### config.mk
export PLATFORM = sky130hd
export DESIGN_NAME = matrix_dac_loader
export DESIGN_NICKNAME = d
export VERILOG_FILES = /design/src/rtl/matrix_dac_loader.sv
export SDC_FILE = /design/constraint.sdc
export NUM_CORES = 1
export LEC_CHECK = 0
export BUFFER_PORTS_ARGS = -buffer_cell sky130_fd_sc_hd__buf_2
export CORE_AREA = 2 2 330 332
export CTS_BUF_LIST = sky130_fd_sc_hd__clkbuf_8 sky130_fd_sc_hd__clkbuf_16
export DETAILED_ROUTE_END_ITERATION = 8
export DIE_AREA = 0 0 332 334
export GPL_ROUTABILITY_DRIVEN = 0
export PLACE_DENSITY = 0.47
export SLEW_MARGIN = 5
export SYNTH_ARGS = -nofsm -noshare
export SYNTH_HDL_FRONTEND = slang
export SYNTH_SLANG_ARGS = --single-unit
### constraint.sdc
create_clock -name clk_250MHz -period 7.8 [get_ports clk_250MHz]
set_input_delay 1.56 -clock clk_250MHz [delete_from_list [all_inputs] [get_ports clk_250MHz]]
set_output_delay 1.56 -clock clk_250MHz [all_outputs]
set_load 0.05 [all_outputs]
### src/rtl/matrix_dac_loader.sv
// matrix_dac_loader: streams words into N_CH input RAMs and one coefficient RAM,
// tracks which RAMs hold fresh data and fires a trigger once everything is loaded. Rev 1.0
`default_nettype none

module matrix_dac_loader #(
  parameter int N_CH       = 8,
  parameter int DAT_W      = 256,
  parameter int IN_ADRS_W  = 6,
  parameter int COE_ADRS_W = 13,
  parameter int AUTO_TRG   = 1,
  parameter int TRG_LEN    = 4
) (
  input  logic                  clk_250MHz,
  input  logic                  rst,
  input  logic                  cfg_start,
  input  logic                  cfg_coe,
  input  logic [3:0]            cfg_ch,
  input  logic [COE_ADRS_W-1:0] cfg_base,
  input  logic [COE_ADRS_W:0]   cfg_len,
  input  logic                  s_valid,
  output logic                  s_ready,
  input  logic [DAT_W-1:0]      s_data,
  output logic [N_CH-1:0]       ram_wen,
  output logic [IN_ADRS_W-1:0]  ram_wadrs,
  output logic [DAT_W-1:0]      ram_wdat,
  output logic                  coe_wen,
  output logic [COE_ADRS_W-1:0] coe_wadrs,
  output logic [DAT_W-1:0]      coe_wdat,
  output logic [N_CH:0]         loaded,
  output logic                  trg,
  output logic                  busy,
  output logic                  done,
  output logic                  err
);

  localparam int LW    = N_CH + 1;
  localparam int EW    = COE_ADRS_W + 2;
  localparam int CNT_W = $clog2(TRG_LEN + 1);
  localparam logic [EW-1:0]    IN_DEPTH  = EW'(1) << IN_ADRS_W;
  localparam logic [EW-1:0]    COE_DEPTH = EW'(1) << COE_ADRS_W;
  localparam logic [CNT_W-1:0] CNT_MAX   = CNT_W'(TRG_LEN);

  typedef enum logic [1:0] {IDLE = 2'd0, LOAD = 2'd1, TRIG = 2'd2} state_t;

  state_t                state, state_nxt;
  logic                  tgt_coe;
  logic [3:0]            tgt_ch;
  logic [COE_ADRS_W-1:0] ptr;
  logic [COE_ADRS_W:0]   remaining;
  logic [CNT_W-1:0]      trg_cnt;

  logic [EW-1:0] cfg_end;
  logic [EW-1:0] depth;
  logic          cfg_bad;
  logic [LW-1:0] tgt_mask;
  logic          start_ok, start_bad, beat, last;

  assign cfg_end  = {2'b00, cfg_base} + {1'b0, cfg_len};
  assign depth    = cfg_coe ? COE_DEPTH : IN_DEPTH;
  assign cfg_bad  = (cfg_len == '0)
                  || (!cfg_coe && ({1'b0, cfg_ch} >= 5'(N_CH)))
                  || (cfg_end > depth);
  assign tgt_mask = tgt_coe ? (LW'(1) << N_CH) : (LW'(1) << tgt_ch);

  // Handshake and busy are gated by rst so they read 0 for the whole reset window.
  assign s_ready = (state == LOAD) && !rst;
  assign busy    = (state != IDLE) && !rst;

  always_ff @(posedge clk_250MHz) begin
    if (rst) state <= IDLE;
    else     state <= state_nxt;
  end

  always_comb begin
    state_nxt = state;
    start_ok  = 1'b0;
    start_bad = 1'b0;
    beat      = 1'b0;
    last      = 1'b0;
    case (state)
      IDLE: begin
        if (cfg_start) begin
          if (cfg_bad) begin
            start_bad = 1'b1;
          end else begin
            start_ok  = 1'b1;
            state_nxt = LOAD;
          end
        end
      end
      LOAD: begin
        if (s_valid) begin
          beat = 1'b1;
          if (remaining == (COE_ADRS_W+1)'(1)) begin
            last = 1'b1;
            // The bit being set by this final beat counts towards the trigger.
            state_nxt = ((AUTO_TRG != 0) && (&(loaded | tgt_mask))) ? TRIG : IDLE;
          end
        end
      end
      TRIG: begin
        if (trg_cnt == CNT_MAX) state_nxt = IDLE;
      end
      default: state_nxt = IDLE;
    endcase
  end

  always_ff @(posedge clk_250MHz) begin
    if (rst) begin
      tgt_coe   <= 1'b0;
      tgt_ch    <= '0;
      ptr       <= '0;
      remaining <= '0;
      trg_cnt   <= '0;
      ram_wen   <= '0;
      ram_wadrs <= '0;
      ram_wdat  <= '0;
      coe_wen   <= 1'b0;
      coe_wadrs <= '0;
      coe_wdat  <= '0;
      loaded    <= '0;
      trg       <= 1'b0;
      done      <= 1'b0;
      err       <= 1'b0;
    end else begin
      ram_wen <= '0;
      coe_wen <= 1'b0;
      done    <= 1'b0;
      err     <= start_bad;
      if (start_ok) begin
        tgt_coe   <= cfg_coe;
        tgt_ch    <= cfg_ch;
        ptr       <= cfg_base;
        remaining <= cfg_len;
      end
      if (beat) begin
        if (tgt_coe) begin
          coe_wen   <= 1'b1;
          coe_wadrs <= ptr;
          coe_wdat  <= s_data;
        end else begin
          ram_wen   <= N_CH'(1) << tgt_ch;
          ram_wadrs <= ptr[IN_ADRS_W-1:0];
          ram_wdat  <= s_data;
        end
        ptr       <= ptr + 1'b1;
        remaining <= remaining - 1'b1;
        if (last) begin
          done    <= 1'b1;
          loaded  <= loaded | tgt_mask;
          trg_cnt <= '0;
        end
      end
      if (state == TRIG) begin
        if (trg_cnt == CNT_MAX) begin
          trg    <= 1'b0;
          loaded <= '0;
        end else begin
          trg     <= 1'b1;
          trg_cnt <= trg_cnt + 1'b1;
        end
      end
    end
  end

endmodule

`default_nettype wire

# ---- Word level (Yosys, flattened, before mapping)
# Cells that the tools add are included.
dict set report totals {
  in_bits 292
  ff_bits 589
  out_inout_bits 554
  word_cells 89
}
dict set report op_classes {
  n_bitwise 5
  order_cmp 2
  add_sub_neg 4
  n_reduce_logical 18
  n_eq_ne 9
  mux 33
  shift 2
}
# operator n
set op_table {}
lappend op_table {{9-bit 2-to-1 mux} 5}
lappend op_table {{14-bit 2-to-1 mux} 3}
lappend op_table {{13-bit 2-to-1 mux} 2}
lappend op_table {{13-bit by 14-bit adder with 15-bit output} 1}
lappend op_table {{15-bit by 14-bit greater-than comparator with 1-bit output} 1}
lappend op_table {{14-bit by 1-bit equality test with 1-bit output (second input constant)} 1}
lappend op_table {{14-bit logical NOT} 1}
lappend op_table {{14-bit by 1-bit subtractor with 14-bit output (second input constant)} 1}
lappend op_table {{13-bit by 1-bit adder with 13-bit output (second input constant)} 1}
lappend op_table {{1-bit 2-to-1 mux} 12}
lappend op_table {{2-bit 2-to-1 mux} 6}
lappend op_table {{3-bit 2-to-1 mux} 4}
lappend op_table {{9-bit OR} 1}
lappend op_table {{9-bit AND reduction} 1}
lappend op_table {{1-bit by 4-bit left shift with 9-bit output (first input constant)} 1}
lappend op_table {{2-bit != test (second input constant)} 4}
lappend op_table {{1-bit by 4-bit left shift with 8-bit output (first input constant)} 1}
lappend op_table {{2-bit one-hot mux with 3 select lines} 1}
lappend op_table {{3-bit OR reduction} 2}
lappend op_table {{5-bit AND reduction} 1}
lappend op_table {{4-bit >= comparator (second input constant)} 1}
lappend op_table {{1-bit inverter} 4}
lappend op_table {{2-bit AND reduction} 2}
lappend op_table {{2-bit nonzero test} 2}
lappend op_table {{other kinds (10)} 14}

# ---- Logic depth before layout (Yosys ltp)
dict set report logic_depth {
  ltp_word 9
  mapped_depth 18
  ltp_nobuf 16
}

# ---- Least setup slack after synthesis
# Ideal clock, no wire load.
dict set report synth_timing {
  path_kind {input-to-reg}
  from {input port cfg_base[7]}
  to {register remaining[1]}
  path_slack_ns 2.738
  path_buffers 1
  required_ns 7.678
  setup_time_ns 0.122
  arrival_time_ns 4.940
  path_stages 17
  path_cell_list {ha_1 > nand4_1 > nor4b_1 > nor2_1 > a311oi_2 > a21o_1 > a21oi_1 > xnor2_1 > ha_1 > inv_1 > a222oi_1 > o41a_1 > o221ai_1 > or3_1 > buf_2 > or4_1 > o311a_1}
}
dict set report synth_between {
  elab_chain_cells 7
}
# element line_no
set synth_rtl {}
lappend synth_rtl {{from (decl)} 18} ;# input logic [COE_ADRS_W-1:0] cfg_base,
lappend synth_rtl {{13-bit by 14-bit adder with 15-bit output} 58} ;# assign cfg_end = {2'b00, cfg_base} + {1'b0, cfg_len};
lappend synth_rtl {{15-bit by 14-bit greater-than comparator with 1-bit output} 62} ;# || (cfg_end > depth);
lappend synth_rtl {{1-bit logical OR} 62}
lappend synth_rtl {{1-bit 2-to-1 mux} 83} ;# if (cfg_bad) begin
lappend synth_rtl {{1-bit 2-to-1 mux} 82} ;# if (cfg_start) begin
lappend synth_rtl {{1-bit 2-to-1 mux} 80} ;# case (state)
lappend synth_rtl {{2-bit nonzero test (no source line)} n/a}
lappend synth_rtl {{to (signal assigned)} 134} ;# remaining <= cfg_len;
lappend synth_rtl {{to (signal assigned)} 147} ;# remaining <= remaining - 1'b1;
lappend synth_rtl {{to (decl)} 49} ;# logic [COE_ADRS_W:0] remaining;
# No other way between the ends.
# A chain may end at the register's enable or synchronous reset.

# ---- Worst setup path in the final report
dict set report layout_timing {
  from {input port cfg_len[3]}
  to {register remaining[1]}
}
dict set report layout_between {
  elab_chain_cells 7
  word_cells_on_any_way 9
  classes_between {add/sub: 1; order compare: 1; mux: 3; reduce/logical: 4}
}
# element line_no
set layout_rtl {}
lappend layout_rtl {{from (decl)} 19} ;# input logic [COE_ADRS_W:0] cfg_len,
lappend layout_rtl {{13-bit by 14-bit adder with 15-bit output or 14-bit logical NOT (tied branches)} {58, 60}}
lappend layout_rtl {{15-bit by 14-bit greater-than comparator with 1-bit output or 1-bit logical OR (tied branches)} {62, 61}}
lappend layout_rtl {{1-bit logical OR (*)} 62}
lappend layout_rtl {{1-bit 2-to-1 mux (*)} 83}
lappend layout_rtl {{1-bit 2-to-1 mux (*)} 82}
lappend layout_rtl {{1-bit 2-to-1 mux (*)} 80}
lappend layout_rtl {{2-bit nonzero test (no source line) (*)} n/a}
# Mark *: on every way between the ends. The rest lies on a longest branch, timed or not.

==> results.ini <==
[cts]
cts_max_path_buffers = 3
cts.sinks = 589
clk_pin_slew_ps = 60
cts_tree = yes
clock_latency_ps = 630
root_buffer = clkbuf_16
cts_buffers = 72
htree_levels = 3
post_cts_buffers = 0
cts_resized = 0
hold_buffers = 0

[run_status]
outcome = finished clean

[yosys]
netlist_area_um2 = 21600
synth_edf_count = 0
synth-async-reset-ratio_pct = 0
yosysTopAreaCell = dfxtp_1
synth_warnings = 0
synth_area_leaders = dfxtp_1, nand2_1, a21oi_1, clkbuf_1, ha_1
synth_flop_cell = dfxtp_1
ys_seq_area_share_pct = 54.6
ys_ff_latch = 589
synth_top_area_share_pct = 54.6
syn_inst = 2773
yosys-top-cells-count = nand2_1, dfxtp_1, a21oi_1
post_synth.cell_area_avg_um2 = 7.78
synth_cell_types = 58
synth_nets = 3086
synth_most_common_cell = nand2_1

[pwr]
power_mw = 7.14
power_frac_seq_pct = 43.3
internal-power_mw = 5.28
switching_share_pct = 26.0
p_leak_nw = 12.2
switchingPower_mw = 1.86
clkPwrFrac_pct = 48.2
ir_worst_vdd_uv = 183
comb_power_share_pct = 8.5
power_density_nw_per_um2 = 241

[layout]
utilization_pct = 27.4
layout-drive-gt1-share_pct = 27.8
ff_latch_area_um2 = 11800
syn_to_final_growth_pct = 37.0
fill_cells = 11979
nNetsFinal = 3822
multi_input_area_um2 = 8990

[drt]
drc = 0
avgRoutedWirePerCell_um = 18.2
routed_wl_mm = 90.6
routed-via-count = 21542
dr.pass1.iters = 5
drt_iter0_markers = 1148
viasPerCell = 4.33
postRouteAntennaNets = 0

[timing]
final_hold_viol_count = 0
fin_crit_ps = 5420
fin_crit_sh_pct = 69.5
fmax_mhz = 185
drv_slew = 0
rsz0062_at_grt = false
setup_viol = 0
tightest_slew_ps = 1100
tns_ps = 0
clock_skew_ps = 14.3
relSlewSlack_pct = 26.7

[die]
core_area_um2 = 108000
die_y_um = 334
placementRows = 121
start_util_pct = 20.0
dieArea_um2 = 111000
ioPinCount = 846
die_w_um = 332

[critical_path]
rrSetupSlack_ps = 4750
endpoint_kind = register
timing.rr.start = state[0]
r2r_end = ram_wdat[105]
worst-endpoint-arrival_ps = 5910
startpoint_type = input port
critical_path_class = input port to register
cp_max_fo = 25
rr_worst_depth = 6
required_ps = 8300

[grt]
antenna_found_initial = 38
grt_max_degree = 186
overflow = 0
grt_pass1_vias = 19951
grt_pass1_wl_mm = 132
grt_usage_pct = 15.5

[worst_hold_path]
hold_path_end = ram_wdat[131]
hold_path.startpoint = ram_wdat[131]
whs_path_depth = 2
min_path_type = register to register

[placement]
port-buffer-count = 845
hpwl_mm = 64.3

[job]
cap_violations = 0

==> how the worst max path moves through the flow <==
stage,startpoint,end,cells past startpoint
2_1_floorplan,cfg_base[7],remaining[1],17
3_3_place_gp,cfg_len[7],remaining[1],17
3_5_place_dp,cfg_len[7],remaining[1],17
4_1_cts,cfg_len[3],remaining[1],17
5_1_grt,cfg_len[7],remaining[7],18
6_report,cfg_len[3],remaining[1],17
==> registers in the layout, indices dropped and copies added, names as in the netlist, 4 cells and up, named ones only <==
signal and flops:
ram_wadrs 6, ram_wen 8, loaded 9, ram_wdat 256
coe_wadrs 13, coe_wdat 256, remaining 14, tgt_ch 4
ptr 13
==> power groups by stage <==
stage,Sequential [mW],Combinational [mW],Clock (mW)
6_report,3.09,0.605,3.44
5_1_grt,3.10,0.656,3.67
4_1_cts,3.09,0.609,3.55
3_5_place_dp,3.16,0.607,0
3_3_place_gp,3.16,0.607,0
2_1_floorplan,3.28,0.249,0
==> critical path: stages <==
cell and delay (ps):
buf_2 130, ha_1 380, o21ai_0 130, nor4b_1 330, nor2_1 140, a311oi_2 320, a21o_1 170, a21oi_1 70
xnor2_1 130, ha_1 400, inv_1 70, a222oi_1 250, o41a_1 200, o221ai_1 170, or3_1 770, or4_1 550
o311a_1 130
==> cells by family after synthesis <==
family          synth area share [%]
simple gates                    22.7
compound gates                  17.3
flops                           54.6
buf+inv                         3.84
fa+ha+maj                       1.25
xor+xnor                       0.284
==> through the flow <==
step | area (um^2) | hold WS [ps] | worst slack, ps | cells
global placement | 27100 | 438 | 1850 | 4849
finish | 29600 | 449 | 2380 | 4978
floorplan | 21600 | 449 | 2740 | 2773
CTS | 29600 | 450 | 2510 | 4972
global route | 29600 | 465 | 2150 | 4975
detailed placement | 27100 | 443 | 1850 | 4849
==> per-layer routing <==
metal | routed length, um | up-vias | GRT usage [%]
met5 | 73 | - | 0
met4 | 2460 | 12 | 4.41
met3 | 8370 | 181 | 6.26
met2 | 42200 | 785 | 25.3
met1 | 37500 | 9948 | 18.6
li1 | - | 10616 | -
==> layout make-up <==
cell class,count,area share [%]
sequential,589,39.9
multi-input combinational,1965,30.4
timing repair buffer,864,15.2
clock buffer,84,6.69
tap,1414,5.98
clock inverter,39,1.61
inverter,17,0.216
antenna,6,0.0508
==> cells in the final DEF, fill, tap and decap left out, types with 8 or more instances in the layout <==
cell,count
clkinv_2,10
nor3_1,15
o211ai_1,16
clkbuf_16,73
nor2b_1,9
nor4_1,9
nand2_1,1091
buf_12,8
ha_1,20
a21oi_1,579
nor2_1,57
a31oi_1,25
nand3_1,19
and3_1,12
clkbuf_8,11
buf_4,11
dfxtp_1,589
buf_2,844
inv_1,29
o21ai_0,24
No activity file was read; power rests on OpenSTA's default activity.
